`src/rtl/risc_v_mem_pkg.sv`:
```
// Shared encodings for the MEM-stage load/store unit: funct3 sizes, FSM states, lane masks.
package risc_v_mem_pkg;

  localparam logic [2:0] F3_B  = 3'b000;
  localparam logic [2:0] F3_H  = 3'b001;
  localparam logic [2:0] F3_W  = 3'b010;
  localparam logic [2:0] F3_D  = 3'b011;
  localparam logic [2:0] F3_BU = 3'b100;
  localparam logic [2:0] F3_HU = 3'b101;
  localparam logic [2:0] F3_WU = 3'b110;

  typedef enum logic {
    LSU_IDLE = 1'b0,
    LSU_BUSY = 1'b1
  } lsu_state_e;

  // Byte-lane mask for an access of 1, 2, 4 or 8 bytes (funct3[1:0]).
  function automatic logic [7:0] size_mask(input logic [1:0] sz);
    case (sz)
      2'd0:    size_mask = 8'h01;
      2'd1:    size_mask = 8'h03;
      2'd2:    size_mask = 8'h0F;
      default: size_mask = 8'hFF;
    endcase
  endfunction

endpackage

```
`src/rtl/lsu_align.sv`:
```
// Combinational lane logic: store byte enables / data shift / access check,
// and load lane extraction with sign or zero extension.
module lsu_align
  import risc_v_mem_pkg::*;
#(
  parameter  int unsigned REG_WIDTH = 32,
  localparam int unsigned BE_W      = REG_WIDTH / 8,
  localparam int unsigned OFF_W     = $clog2(BE_W)
) (
  input  logic [2:0]           st_funct3_i,
  input  logic [OFF_W-1:0]     st_off_i,
  input  logic [REG_WIDTH-1:0] st_data_i,
  output logic [BE_W-1:0]      st_be_o,
  output logic [REG_WIDTH-1:0] st_wdata_o,
  output logic                 st_err_o,
  input  logic [2:0]           ld_funct3_i,
  input  logic [OFF_W-1:0]     ld_off_i,
  input  logic [REG_WIDTH-1:0] ld_rdata_i,
  output logic [REG_WIDTH-1:0] ld_data_o
);

  localparam bit IS64 = (REG_WIDTH == 64);

  logic                 legal;
  logic [OFF_W-1:0]     align_mask;
  logic [7:0]           lane_mask;
  logic [REG_WIDTH-1:0] ld_shift;

  // Request side: legality, alignment, lane placement.
  always_comb begin
    legal = 1'b0;
    case (st_funct3_i)
      F3_B, F3_H, F3_W, F3_BU, F3_HU: legal = 1'b1;
      F3_D, F3_WU:                    legal = IS64;
      default:                        legal = 1'b0;
    endcase
    lane_mask  = size_mask(st_funct3_i[1:0]);
    align_mask = OFF_W'((8'd1 << st_funct3_i[1:0]) - 8'd1);
    st_err_o   = !legal || ((st_off_i & align_mask) != '0);
    st_be_o    = BE_W'(lane_mask) << st_off_i;
    st_wdata_o = st_data_i << {st_off_i, 3'b000};
  end

  // Response side: bring the addressed lane down to bit 0 and extend.
  always_comb begin
    ld_shift = ld_rdata_i >> {ld_off_i, 3'b000};
    case (ld_funct3_i)
      F3_B:    ld_data_o = REG_WIDTH'($signed(ld_shift[7:0]));
      F3_BU:   ld_data_o = REG_WIDTH'(ld_shift[7:0]);
      F3_H:    ld_data_o = REG_WIDTH'($signed(ld_shift[15:0]));
      F3_HU:   ld_data_o = REG_WIDTH'(ld_shift[15:0]);
      F3_W:    ld_data_o = REG_WIDTH'($signed(ld_shift[31:0]));
      F3_WU:   ld_data_o = REG_WIDTH'(ld_shift[31:0]);
      default: ld_data_o = ld_shift;
    endcase
  end

endmodule

```
`src/rtl/stage_mem_lsu.sv`:
```
// MEM pipeline stage: load/store unit on a req/ack data memory port with a
// registered MEM/WB output and upstream stall while an access is in flight.
module stage_mem_lsu
  import risc_v_mem_pkg::*;
#(
  parameter int unsigned REG_WIDTH       = 32,
  parameter int unsigned DMEM_ADDR_WIDTH = 10,
  parameter int unsigned RD_WIDTH        = 5
) (
  input  logic                       clk,
  input  logic                       reset,
  input  logic                       ex_valid,
  input  logic                       ex_mem_read,
  input  logic                       ex_mem_write,
  input  logic [2:0]                 ex_funct3,
  input  logic [REG_WIDTH-1:0]       ex_alu_out,
  input  logic [REG_WIDTH-1:0]       ex_dataB,
  input  logic [RD_WIDTH-1:0]        ex_rd,
  output logic                       dmem_req,
  output logic                       dmem_we,
  output logic [DMEM_ADDR_WIDTH-1:0] dmem_addr,
  output logic [REG_WIDTH/8-1:0]     dmem_be,
  output logic [REG_WIDTH-1:0]       dmem_wdata,
  input  logic [REG_WIDTH-1:0]       dmem_rdata,
  input  logic                       dmem_ack,
  output logic                       mem_stall,
  output logic                       wb_valid,
  output logic                       wb_we,
  output logic [RD_WIDTH-1:0]        wb_rd,
  output logic [REG_WIDTH-1:0]       wb_data,
  output logic                       access_err
);

  localparam int unsigned BE_W  = REG_WIDTH / 8;
  localparam int unsigned OFF_W = $clog2(BE_W);

  lsu_state_e                 state_q;
  logic                       req_q, we_q, is_store_q;
  logic [DMEM_ADDR_WIDTH-1:0] addr_q;
  logic [BE_W-1:0]            be_q;
  logic [REG_WIDTH-1:0]       wdata_q;
  logic [2:0]                 ld_funct3_q;
  logic [OFF_W-1:0]           ld_off_q;
  logic [RD_WIDTH-1:0]        rd_q;
  logic                       wb_valid_q, wb_we_q, err_q;
  logic [RD_WIDTH-1:0]        wb_rd_q;
  logic [REG_WIDTH-1:0]       wb_data_q;

  logic [BE_W-1:0]      st_be;
  logic [REG_WIDTH-1:0] st_wdata;
  logic                 st_err;
  logic [REG_WIDTH-1:0] ld_data;
  logic                 is_mem;

  assign is_mem = ex_mem_read || ex_mem_write;

  lsu_align #(.REG_WIDTH(REG_WIDTH)) u_align (
    .st_funct3_i (ex_funct3),
    .st_off_i    (ex_alu_out[OFF_W-1:0]),
    .st_data_i   (ex_dataB),
    .st_be_o     (st_be),
    .st_wdata_o  (st_wdata),
    .st_err_o    (st_err),
    .ld_funct3_i (ld_funct3_q),
    .ld_off_i    (ld_off_q),
    .ld_rdata_i  (dmem_rdata),
    .ld_data_o   (ld_data)
  );

  // Access FSM plus memory-port and MEM/WB registers; WB strobes pulse for one cycle.
  always_ff @(posedge clk) begin
    if (reset) begin
      state_q     <= LSU_IDLE;
      req_q       <= 1'b0;
      we_q        <= 1'b0;
      is_store_q  <= 1'b0;
      addr_q      <= '0;
      be_q        <= '0;
      wdata_q     <= '0;
      ld_funct3_q <= '0;
      ld_off_q    <= '0;
      rd_q        <= '0;
      wb_valid_q  <= 1'b0;
      wb_we_q     <= 1'b0;
      err_q       <= 1'b0;
      wb_rd_q     <= '0;
      wb_data_q   <= '0;
    end else begin
      wb_valid_q <= 1'b0;
      wb_we_q    <= 1'b0;
      err_q      <= 1'b0;
      case (state_q)
        LSU_IDLE: begin
          if (ex_valid) begin
            wb_rd_q <= ex_rd;
            if (!is_mem) begin
              wb_valid_q <= 1'b1;
              wb_we_q    <= 1'b1;
              wb_data_q  <= ex_alu_out;
            end else if (st_err) begin
              wb_valid_q <= 1'b1;
              err_q      <= 1'b1;
              wb_data_q  <= '0;
            end else begin
              state_q     <= LSU_BUSY;
              req_q       <= 1'b1;
              we_q        <= ex_mem_write;
              is_store_q  <= ex_mem_write;
              addr_q      <= ex_alu_out[DMEM_ADDR_WIDTH+OFF_W-1:OFF_W];
              be_q        <= st_be;
              wdata_q     <= ex_mem_write ? st_wdata : '0;
              ld_funct3_q <= ex_funct3;
              ld_off_q    <= ex_alu_out[OFF_W-1:0];
              rd_q        <= ex_rd;
            end
          end
        end
        LSU_BUSY: begin
          if (dmem_ack) begin
            state_q    <= LSU_IDLE;
            req_q      <= 1'b0;
            wb_valid_q <= 1'b1;
            wb_rd_q    <= rd_q;
            if (!is_store_q) begin
              wb_we_q   <= 1'b1;
              wb_data_q <= ld_data;
            end
          end
        end
        default: state_q <= LSU_IDLE;
      endcase
    end
  end

  assign mem_stall  = (state_q == LSU_BUSY);
  assign dmem_req   = req_q;
  assign dmem_we    = we_q;
  assign dmem_addr  = addr_q;
  assign dmem_be    = be_q;
  assign dmem_wdata = wdata_q;
  assign wb_valid   = wb_valid_q;
  assign wb_we      = wb_we_q;
  assign wb_rd      = wb_rd_q;
  assign wb_data    = wb_data_q;
  assign access_err = err_q;

endmodule

```
`config.mk`:
```
export PLATFORM = sky130hd
export DESIGN_NAME = stage_mem_lsu
export DESIGN_NICKNAME = d
export VERILOG_FILES = /design/src/rtl/risc_v_mem_pkg.sv /design/src/rtl/lsu_align.sv /design/src/rtl/stage_mem_lsu.sv
export SDC_FILE = /design/constraint.sdc
export NUM_CORES = 1
export LEC_CHECK = 0
export CORE_ASPECT_RATIO = 1.25
export CORE_UTILIZATION = 44
export DETAILED_ROUTE_END_ITERATION = 6
export GPL_TIMING_DRIVEN = 0
export PLACE_DENSITY = 0.93
export SLEW_MARGIN = 20
export SYNTH_ARGS = -nofsm -noshare
export SYNTH_HDL_FRONTEND = slang
export SYNTH_SLANG_ARGS = --single-unit
```
`constraint.sdc`:
```
create_clock -name clk -period 2.9 [get_ports clk]
set_clock_uncertainty 0.2 [all_clocks]
set_input_delay 0.87 -clock clk [delete_from_list [all_inputs] [get_ports clk]]
set_output_delay 0.87 -clock clk [all_outputs]
set_load 0.005 [all_outputs]
```
==> impl_results.md <==
- Routed vias/inst: 5.85
- Grt total ovfl: 0
- Vias in the first global route: 5171
- Max-cap viol count: 0
- Core footprint: 10700 µm²
- Highest attainable clock frequency: 352 MHz
- Setup-violating endpoint count in the final report: 0
- CTS Root Cell: sky130_fd_sc_hd__clkbuf_16
- Hold-fix buffers, CTS: 0
- Tightest Hold Check Type: reg -> reg
- Worst vdd rail ir drop: 0.291 mV
- Synthesized flop and latch total: 99
- Outcome: complete, no violations
- Post-route clock period utilization: 97.9%
- Final cell utilization of the core: 68.6%
- Std-Cell Rows: 42
- Area overhead of the layout relative to synthesis: 50.0%
- Critical Path AT: 2.90 ns
- Commonest non-fill, non-tap cells in the layout: sky130_fd_sc_hd__clkdlybuf4s50_1 (196), sky130_fd_sc_hd__dfxtp_1 (99), sky130_fd_sc_hd__nand2_1 (96)
- Most area-hungry cell type in the Yosys netlist: sky130_fd_sc_hd__dfxtp_1
- Leading cell type in the layout, fill and taps excluded: sky130_fd_sc_hd__clkdlybuf4s50_1
- HPWL after DPL: 13000 µm
- Number of buffers created by CTS: 9
- Port Buf Inserts: 196
- Power density normalized to cell area: 464 nW/µm²
- Synthesized instance count: 594
- Number of nets in the final layout: 912
- Global-route usage over all layers: 29.9%
- Slew @ Worst Pin: 0.655 ns
- Source-to-sink clock delay at the later pin of the worst-skew pair: 0.35 ns
- H-Tree Level Count: 3
- Via count: 5493
- Sum of negative setup slack: 0 ns
- Final critical-path required period: 2.84 ns
- Complex-gate fraction of the synthesized area: 25.0%
- Startpoint class of the critical path: input port
- Vertical die dimension: 120 µm
- Antenna violations before repair: 0
- Maximum clock path buffer count: 2
- Count of final hold-check violations: 0
- Slew Viols, Final: 0
- Synthesized area: 4900 µm²
- Detailed-router iteration count before antenna repair: 5
- Final Instance Count excl. Fillers: 939
- Crit path kind: in -> reg
- Net Count, Synth: 704
- Clock sink count: 99
- Dominant combinational cell family by area after synthesis: compound AO/OA/AOI/OAI gates
- Clock-pin slew on the worst setup and hold paths: 0.07 ns
- Relative slew slack: 56.2%
- Number of warnings printed during yosys synthesis: 0
- Predominant post-synthesis flop cell: sky130_fd_sc_hd__dfxtp_1
- Library cells used by synthesis: 48
- Highest net fanout along the worst path: 10
- Area share of xor/xnor cells in the synthesized design: 0.179%
- Leak: 2.62 nW
- Multiplexer area fraction after synthesis: 10.8%
- First-iteration detailed-routing DRC count: 328
- Die Span X: 96.4 µm
- Share of synthesized flip-flops with an asynchronous set or reset: 0%
- Number of synthesized flops with an enable pin: 0
- Area of all placed cells without fillers: 7360 µm²
- Post-Synth Simple-Gate Area: 19.2%
- Residual DRC count: 0
- Die Footprint: 11600 µm²
- Number of primary I/O pins: 199
- Routed wirelength normalized by instance count: 18.5 µm
- Adder-cell area share of the yosys netlist: 0%
- Number of placed instances, taps included: 922
- Clock tree from TritonCTS: done
- Cells taking the most area after synthesis: sky130_fd_sc_hd__dfxtp_1 (40%), sky130_fd_sc_hd__mux2i_1 (8.2%), sky130_fd_sc_hd__nand2_1 (7.3%)
- Average size of a mapped cell: 8.25 µm²
- Type of destination of the critical path: flop
- Required time worst endpoint: 2.96 ns
- Initial core utilization: 45.7%
- Wire length of the first global-routing pass: 26100 µm
- Post-detailed-route count of antenna-violating nets: 0
- Antenna diode instance count: 0
- Maximum number of pins on one net before global-route repair: 17
- Fraction of final layout cells with drive strength greater than 1: 7.68%
- Total wire length after detailed routing: 17400 µm
- Top-area cell type share of the netlist area: 40.4%
- Placed instance area: 7030 µm²
- Seq/Total Area, Yosys: 40.4%
- Final Wtd Congestion: 0.903
- Total design power: 3.41 mW
-- metal layers --
layer  global-route usage [%]  vias to the layer above  wire length, µm
met5                        0                        -                0
met1                     35.7                     2560             6600
li1                         -                     2562                -
met3                     6.15                       73             1580
met2                     48.5                      298             8300
met4                     18.0                        0              905
-- worst max-delay path: stages --
cell	delay, ns
sky130_fd_sc_hd__clkdlybuf4s50_1	0.54
sky130_fd_sc_hd__a21oi_2	0.33
sky130_fd_sc_hd__nor2_4	0.12
sky130_fd_sc_hd__a21oi_2	0.37
sky130_fd_sc_hd__buf_2	0.27
sky130_fd_sc_hd__o21ai_0	0.12
sky130_fd_sc_hd__a311oi_1	0.27
-- area by class of cell --
type / instances / area [µm²]
Fill cell: 837 / 3360
Multi-Input combinational cell: 447 / 2750
Sequential cell: 99 / 1980
Timing Repair Buffer: 197 / 1970
Clock buffer: 11 / 233
Buffer: 45 / 211
Tap cell: 132 / 165
Clock inverter: 5 / 40.0
Inverter: 3 / 11.3
-- power breakdown --
part           total [mW]  internal (mW)  switching, mW  leakage (nW)
Combinational       0.800          0.414          0.386          1.68
Clock                1.13          0.587          0.543         0.134
Sequential           1.48           1.44         0.0459         0.809
Total                3.41           2.44          0.975          2.62
-- path summary, 6_finish.rpt --
path | startpoint | to | slack, ns | cells past startpoint
setup reg to reg | ld_off_q[0]$_SDFFE_PP0P_ | wb_data[23]$_SDFFE_PP0P_ | 0.47 | 7
hold / removal | rd_q[1]$_SDFFE_PP0P_ | rd_q[1]$_SDFFE_PP0P_ | 0.26 | 2
setup / recovery | ex_funct3[0] | wb_data[14]$_SDFFE_PP0P_ | 0.06 | 7
hold reg to reg | rd_q[1]$_SDFFE_PP0P_ | rd_q[1]$_SDFFE_PP0P_ | 0.26 | 2
-- synthesized netlist by cell type (2+ instances only) --
cell,instances
sky130_fd_sc_hd__a2111oi_0,8
sky130_fd_sc_hd__a211oi_1,20
sky130_fd_sc_hd__a21oi_1,38
sky130_fd_sc_hd__a221o_1,11
sky130_fd_sc_hd__a22o_1,8
sky130_fd_sc_hd__a22oi_1,19
sky130_fd_sc_hd__a311oi_1,8
sky130_fd_sc_hd__a31oi_1,5
sky130_fd_sc_hd__a32o_1,2
sky130_fd_sc_hd__buf_1,5
sky130_fd_sc_hd__buf_2,15
sky130_fd_sc_hd__buf_6,2
sky130_fd_sc_hd__clkbuf_1,22
sky130_fd_sc_hd__dfxtp_1,99
sky130_fd_sc_hd__inv_1,2
sky130_fd_sc_hd__mux2_2,8
sky130_fd_sc_hd__mux2i_1,40
sky130_fd_sc_hd__nand2_1,96
sky130_fd_sc_hd__nand2b_1,3
sky130_fd_sc_hd__nor2_1,84
sky130_fd_sc_hd__nor2_2,3
sky130_fd_sc_hd__nor2b_1,6
sky130_fd_sc_hd__nor3_1,12
sky130_fd_sc_hd__nor4_1,8
sky130_fd_sc_hd__o21ai_0,37
sky130_fd_sc_hd__o21ai_1,2
sky130_fd_sc_hd__o21ai_2,2
sky130_fd_sc_hd__o21bai_1,8
sky130_fd_sc_hd__or2_2,2
-- registers in the layout (all words and copies together) (netlist names) --
signal       flops
dmem_req         1
wb_rd            5
wb_we            1
dmem_wdata      32
ld_funct3_q      3
access_err       1
dmem_be          4
wb_valid         1
wb_data         32
rd_q             5
dmem_addr       10
is_store_q       1
ld_off_q         2
mem_stall        1
-- logic make-up after synthesis --
logic type,after synthesis
AOI/OAI and AO/OA,176
xor gates and xnor gates,1
buffers and inverters,48
DFF,99
muxes,50
and+or+nand+nor,220
-- repair_timing --
action                     CTS  global route
setup endpoints to repair   20            68
pin swaps                    0             1
gates resized for setup      3            10
buffers inserted             0             1
-- through the flow --
stage,setup slack (ns),hold WS [ns]
6_report,0.0610,0.258
5_1_grt,-0.000730,0.282
4_1_cts,0.0201,0.256
3_5_place_dp,-0.452,0.247
3_3_place_gp,-0.458,0.241
2_1_floorplan,0.319,0.236
Power figures use the tool's default switching activity.
